`src/rtl/scan_select_gen_pkg.sv`:
```
// Shared types and constants for the digit scanner: FSM state encoding,
// decoder enable patterns and the nibble selection helper.
package scan_select_gen_pkg;

  typedef enum logic [1:0] {
    ST_IDLE  = 2'd0,
    ST_SHOW  = 2'd1,
    ST_BLANK = 2'd2
  } state_e;

  // {G,G2A,G2B} patterns for the 74LS138
  localparam logic [2:0] DEC_OFF = 3'b011;
  localparam logic [2:0] DEC_ON  = 3'b100;

  function automatic logic [3:0] nibble_of(input logic [31:0] word, input logic [2:0] idx);
    return word[{idx, 2'b00} +: 4];
  endfunction

endpackage

```
`src/rtl/scan_select_gen_pick.sv`:
```
// Rotating priority search: first set mask bit after cur (cur+1 .. cur+8, mod 8).
// With cur=7 this yields the lowest set bit.
module mask_rotate_pick (
  input  logic [2:0] cur,
  input  logic [7:0] mask,
  output logic [2:0] nxt,
  output logic       none
);

  logic [2:0] idx;

  // Walk from the farthest candidate to the nearest so the nearest set bit wins.
  always_comb begin
    nxt = cur;
    idx = 3'd0;
    for (int i = 8; i >= 1; i--) begin
      idx = cur + 3'(i);
      if (mask[idx]) begin
        nxt = idx;
      end else begin
        nxt = nxt;
      end
    end
  end

  assign none = (mask == 8'h00);

endmodule

```
`src/rtl/scan_select_gen.sv`:
```
// Time-multiplexed digit scanner driving a 74LS138 decoder: shows each enabled
// digit for one tick, optionally followed by blank ticks with the decoder off.
module scan_select_gen
  import scan_select_gen_pkg::*;
#(
  parameter  int DIV         = 100000,
  parameter  int BLANK_TICKS = 1,
  localparam int CNT_W       = $clog2(DIV)
) (
  input  logic        clk,
  input  logic        rst_n,
  input  logic        en,
  input  logic [7:0]  digit_mask,
  input  logic [31:0] data,
  output logic [2:0]  sel,
  output logic        G,
  output logic        G2A,
  output logic        G2B,
  output logic [3:0]  hex,
  output logic        tick
);

  localparam int BW = (BLANK_TICKS < 1) ? 1 : $clog2(BLANK_TICKS + 1);
  localparam logic [CNT_W-1:0] CNT_MAX = CNT_W'(DIV - 1);
  localparam logic [BW-1:0]    BT_LAST = BW'((BLANK_TICKS > 0) ? (BLANK_TICKS - 1) : 0);

  state_e           state_q, state_d;
  logic [CNT_W-1:0] cnt_q, cnt_d;
  logic [BW-1:0]    bcnt_q, bcnt_d;
  logic [2:0]       sel_q, sel_d;
  logic [2:0]       dec_q, dec_d;
  logic [3:0]       hex_q, hex_d;
  logic             tick_q, tick_d;

  logic [2:0] adv_sel_s, first_sel_s;
  logic       adv_none_s, first_none_s;
  logic       wrap_s;
  state_e     adv_state_s;

  mask_rotate_pick u_pick_adv (
    .cur  (sel_q),
    .mask (digit_mask),
    .nxt  (adv_sel_s),
    .none (adv_none_s)
  );

  mask_rotate_pick u_pick_first (
    .cur  (3'd7),
    .mask (digit_mask),
    .nxt  (first_sel_s),
    .none (first_none_s)
  );

  assign wrap_s      = (state_q != ST_IDLE) && (cnt_q == CNT_MAX);
  assign adv_state_s = adv_none_s ? ST_IDLE : ST_SHOW;

  // Next-state logic; an empty mask at an advance parks the scanner with sel held.
  always_comb begin
    state_d = state_q;
    sel_d   = sel_q;
    bcnt_d  = bcnt_q;
    case (state_q)
      ST_IDLE: begin
        if (en && !first_none_s) begin
          state_d = ST_SHOW;
          sel_d   = first_sel_s;
        end else begin
          state_d = ST_IDLE;
        end
      end
      ST_SHOW: begin
        if (!en) begin
          state_d = ST_IDLE;
        end else if (wrap_s) begin
          if (BLANK_TICKS > 0) begin
            state_d = ST_BLANK;
            bcnt_d  = {BW{1'b0}};
          end else begin
            state_d = adv_state_s;
            sel_d   = adv_sel_s;
          end
        end else begin
          state_d = ST_SHOW;
        end
      end
      ST_BLANK: begin
        if (!en) begin
          state_d = ST_IDLE;
        end else if (wrap_s) begin
          if (bcnt_q == BT_LAST) begin
            state_d = adv_state_s;
            sel_d   = adv_sel_s;
          end else begin
            bcnt_d = bcnt_q + BW'(1);
          end
        end else begin
          state_d = ST_BLANK;
        end
      end
      default: begin
        state_d = ST_IDLE;
      end
    endcase

    if ((state_q == ST_IDLE) || (state_d == ST_IDLE)) begin
      cnt_d = {CNT_W{1'b0}};
    end else if (wrap_s) begin
      cnt_d = {CNT_W{1'b0}};
    end else begin
      cnt_d = cnt_q + CNT_W'(1);
    end

    tick_d = wrap_s;
    dec_d  = (state_d == ST_SHOW) ? DEC_ON : DEC_OFF;
    hex_d  = nibble_of(data, sel_d);
  end

  // State and all output registers.
  always_ff @(posedge clk or negedge rst_n) begin
    if (!rst_n) begin
      state_q <= ST_IDLE;
      cnt_q   <= {CNT_W{1'b0}};
      bcnt_q  <= {BW{1'b0}};
      sel_q   <= 3'd0;
      dec_q   <= DEC_OFF;
      hex_q   <= 4'h0;
      tick_q  <= 1'b0;
    end else begin
      state_q <= state_d;
      cnt_q   <= cnt_d;
      bcnt_q  <= bcnt_d;
      sel_q   <= sel_d;
      dec_q   <= dec_d;
      hex_q   <= hex_d;
      tick_q  <= tick_d;
    end
  end

  assign sel             = sel_q;
  assign {G, G2A, G2B}   = dec_q;
  assign hex             = hex_q;
  assign tick            = tick_q;

endmodule
```
`config.mk`:
```
export PLATFORM = sky130hd
export DESIGN_NAME = scan_select_gen
export DESIGN_NICKNAME = d
export VERILOG_FILES = /design/src/rtl/scan_select_gen_pkg.sv /design/src/rtl/scan_select_gen_pick.sv /design/src/rtl/scan_select_gen.sv
export SDC_FILE = /design/constraint.sdc
export NUM_CORES = 1
export LEC_CHECK = 0
export ABC_CLOCK_PERIOD_IN_PS = 4000
export CELL_PAD_IN_SITES_DETAIL_PLACEMENT = 0
export CELL_PAD_IN_SITES_GLOBAL_PLACEMENT = 1
export CORE_MARGIN = 2
export CORE_UTILIZATION = 39
export CTS_BUF_LIST = sky130_fd_sc_hd__clkbuf_8
export DETAILED_ROUTE_END_ITERATION = 6
export GPL_ROUTABILITY_DRIVEN = 0
export MAX_ROUTING_LAYER = met4
export PLACE_DENSITY_LB_ADDON = 0.1
export SYNTH_ARGS = -nofsm -noshare
export SYNTH_HDL_FRONTEND = slang
export SYNTH_HIERARCHICAL = 1
export SYNTH_SLANG_ARGS = --single-unit
```
`constraint.sdc`:
```
create_clock -name clk -period 4 [get_ports clk]
set_clock_uncertainty 0.2 [all_clocks]
set_input_delay 1.2 -clock clk [delete_from_list [all_inputs] [get_ports clk]]
set_output_delay 1.2 -clock clk [all_outputs]
set_load 0.1 [all_outputs]
```
==> run_results.csv <==
group,metric,value,unit
run_status,outcome,"finished clean",
cells_and_area,antenna_cells,0,
grt,antenna_found_initial,0,
logic_synthesis,yosysTopAreaCellShare,0.192,
clock_network,cts_made_buffers,5,
place,dpl.cell_count,587,
setup_path,arrival,3.87,ns
logic_synthesis,yosys_warnings,6,
route,finalWirelength,10.5,mm
timing,slew_violations,0,
logic_synthesis,synth_top_area_cell,"dfrtp_1",
setup_path,worst-path-max-fanout,8,
route,drtPass1Iterations,4,
logic_synthesis,syn_inst,398,
cells_and_area,area_growth_syn_to_layout,31.8,%
timing,worst_slack,0.0954,ns
clock_network,cts_tree,"built",
grt,grt_max_degree,30,
grt,track_usage,0.216,
cells_and_area,utilization,0.525,
power_and_ir_drop,vdd_drop_max,0.306,mV
hold_path,hp-class,"flop to flop",
setup_path,worst-setup-path-type,"input pin to flop",
timing,hold_violations,0,
logic_synthesis,synth-main-ff-cell,"dfrtp_1",
timing,worst_pin_slew,0.735,ns
clock_network,clock_path_buffers,2,
setup_path,end_kind,"flop",
logic_synthesis,syn_area_per_cell,9.16,um2
logic_synthesis,synth_area_leaders,"dfrtp_1 (19%), mux2i_1 (9.6%), mux4_2 (8.6%)",
timing,whs,0.291,ns
floorplan,num_rows,35,
place,dpl.hpwl,7.60,mm
clock_network,cts_sinks,29,
power_and_ir_drop,power_density,398,mW/mm2
clock_network,clk_latency,0.28,ns
timing,setup_viol,0,
logic_synthesis,ys_ff_latch,29,
place,place_ws,-0.611,ns
floorplan,initial_core_util,0.398,
logic_synthesis,yosysSeqAreaShare,0.199,
clock_network,cts-root-buf,"clkbuf_8",
logic_synthesis,synth_edf_count,0,
power_and_ir_drop,power_leakage,1.99,nW
grt,grt_pass1_vias,3579,
route,via_per_inst,5.96,
setup_path,startpoint_type,"input pin",
route,ant_nets,0,
logic_synthesis,syn_area,0.00365,mm2
route,wl_per_cell,17.4,um
route,remaining_drc_errors,0,
clock_network,cts_htree_levels,2,
setup_path,critPathRequiredTime,3.96,ns
floorplan,die_w,101,um
route,drtIter0Drc,137,
timing,finalCriticalPeriod,3.90,ns
flow_run,max_cap_viol_count,0,
setup_path,rr_worst_depth,13,
cells_and_area,nNetsFinal,542,
power_and_ir_drop,power.total,1.91,mW
grt,gr-total-overflow,0,
place,io_buffers,53,
timing,clock.fmax,256,MHz
logic_synthesis,synth_cell_types,68,
floorplan,coreArea,0.00915,mm2
floorplan,ioPinCount,54,
floorplan,die_h,101,um
cells_and_area,drive_above_1_share,0.303,
timing,slew_headroom,0.510,
logic_synthesis,async_flop_share,1.00,
clock_network,clk_pin_slew,0.06,ns
hold_path,hold_depth,1,
grt,grt_pass1_wl,17.4,mm
timing,fin_crit_sh,0.976,
route,vias,3611,
floorplan,die-area,0.0101,mm2
cells_and_area,final_cell_count_no_fill,606,
## cells in the mapped netlist (3+ instances only)
library cell	n
nand3_1	11
buf_6	7
or3_1	4
o22ai_1	12
dfrtp_1	28
buf_2	13
o2111ai_1	17
nor2b_1	5
o21ai_0	7
inv_1	29
nand2_1	22
a21oi_1	5
mux2i_1	35
nand4_1	19
buf_4	3
o211ai_1	10
nor3_1	3
or4_1	4
and3_1	3
mux2_2	16
xor2_1	13
xnor2_1	9
a221oi_1	4
nor2_1	33
and4_1	4
and2_1	4
ha_1	5
a31oi_1	4
mux4_2	14
## sequential cells by signal (all words and copies together) (netlist names)
signal	count
cnt_q	17
dec_q	2
hex	4
sel	3
state_q	2
tick	1
## per-stage QoR
step,area (um2),setup TNS (ns)
6_report,4810,0
5_1_grt,4810,-0.0269
4_1_cts,4660,0
3_5_place_dp,4480,-3.37
3_3_place_gp,4480,-3.14
2_1_floorplan,3670,0
## kinds of logic (layout without fill, tap and decap cells)
family,count (synthesis),count (layout),share of synthesized area
adders and majority gates,5,5,0.0172
xor gates and xnor gates,22,22,0.0528
DFF,29,29,0.199
AOI/OAI and AO/OA,87,87,0.200
muxes,67,67,0.246
other,1,5,0.00103
and+or+nand+nor,129,131,0.198
buffers and inverters,58,149,0.0854
## cell usage in the layout (no fill, tap or decap), types with 5 or more instances in the layout
| cell type | count |
|---|---|
| dfrtp_1 | 26 |
| buf_4 | 62 |
| nand2_1 | 22 |
| buf_6 | 5 |
| nand4_1 | 19 |
| ha_1 | 5 |
| nor2_1 | 32 |
| clkdlybuf4s50_1 | 34 |
| mux2_2 | 15 |
| a21oi_1 | 5 |
| nor2b_1 | 5 |
| clkbuf_8 | 6 |
| o2111ai_1 | 16 |
| inv_1 | 30 |
| conb_1 | 5 |
| clkbuf_2 | 7 |
| xor2_1 | 13 |
| o21ai_0 | 5 |
| xnor2_1 | 9 |
| o211ai_1 | 10 |
| mux4_2 | 14 |
| nand3_1 | 11 |
| o22ai_1 | 11 |
| mux2i_1 | 28 |
## power by group
part | internal [mW] | switching [mW]
Sequential | 0.321 | 0.0287
Combinational | 0.544 | 0.708
Clock | 0.200 | 0.111
Total | 1.07 | 0.848
## final timing paths
path                               start  slack [ns]    endpoint
max                        digit_mask[1]         0.1      hex[0]
min                             cnt_q[0]        0.29    cnt_q[0]
max reg2reg                       sel[1]        0.39      hex[0]
min reg2reg                     cnt_q[0]        0.29    cnt_q[0]
max in group asynchronous          rst_n        2.17    dec_q[1]
min in group asynchronous          rst_n        1.10  state_q[1]
## layout make-up
class / instances / area [um2]
clock buffers: 6 / 82.6
clock inverters: 2 / 33.8
fillers: 857 / 4350
inverters: 31 / 121
multi-input cells: 317 / 2780
flip-flops and latches: 29 / 732
well taps: 111 / 139
repair buffers: 109 / 907
repair inverters: 1 / 7.51
## critical path, stage by stage
cell and delay, ns:
clkdlybuf4s15_1 0.28, mux4_2 0.59, mux2i_2 0.22, o211ai_1 0.15
a41oi_2 0.24, a311oi_4 0.06, o21a_1 0.19, o32ai_2 0.24
a211o_1 0.21, buf_6 0.16, o2111ai_1 0.10, and4_1 0.21
## routing by layer
layer	wire, um	vias up	global-route usage
li1	-	1745	-
met1	4770	1761	0.294
met5	0	-	-
met3	519	10	0.0201
met4	92	0	0.0421
met2	5150	95	0.353
## repair_timing
action / in CTS / in global routing
buffers inserted: 4 / 4
hold buffers: 0 / 0
setup endpoints to repair: 6 / 4
resized for setup: 18 / 40
pin swaps: 4 / 15
cloned: 1 / 2
hold endpoints to repair: 0 / 0
No activity file was read; power rests on OpenSTA's default activity.
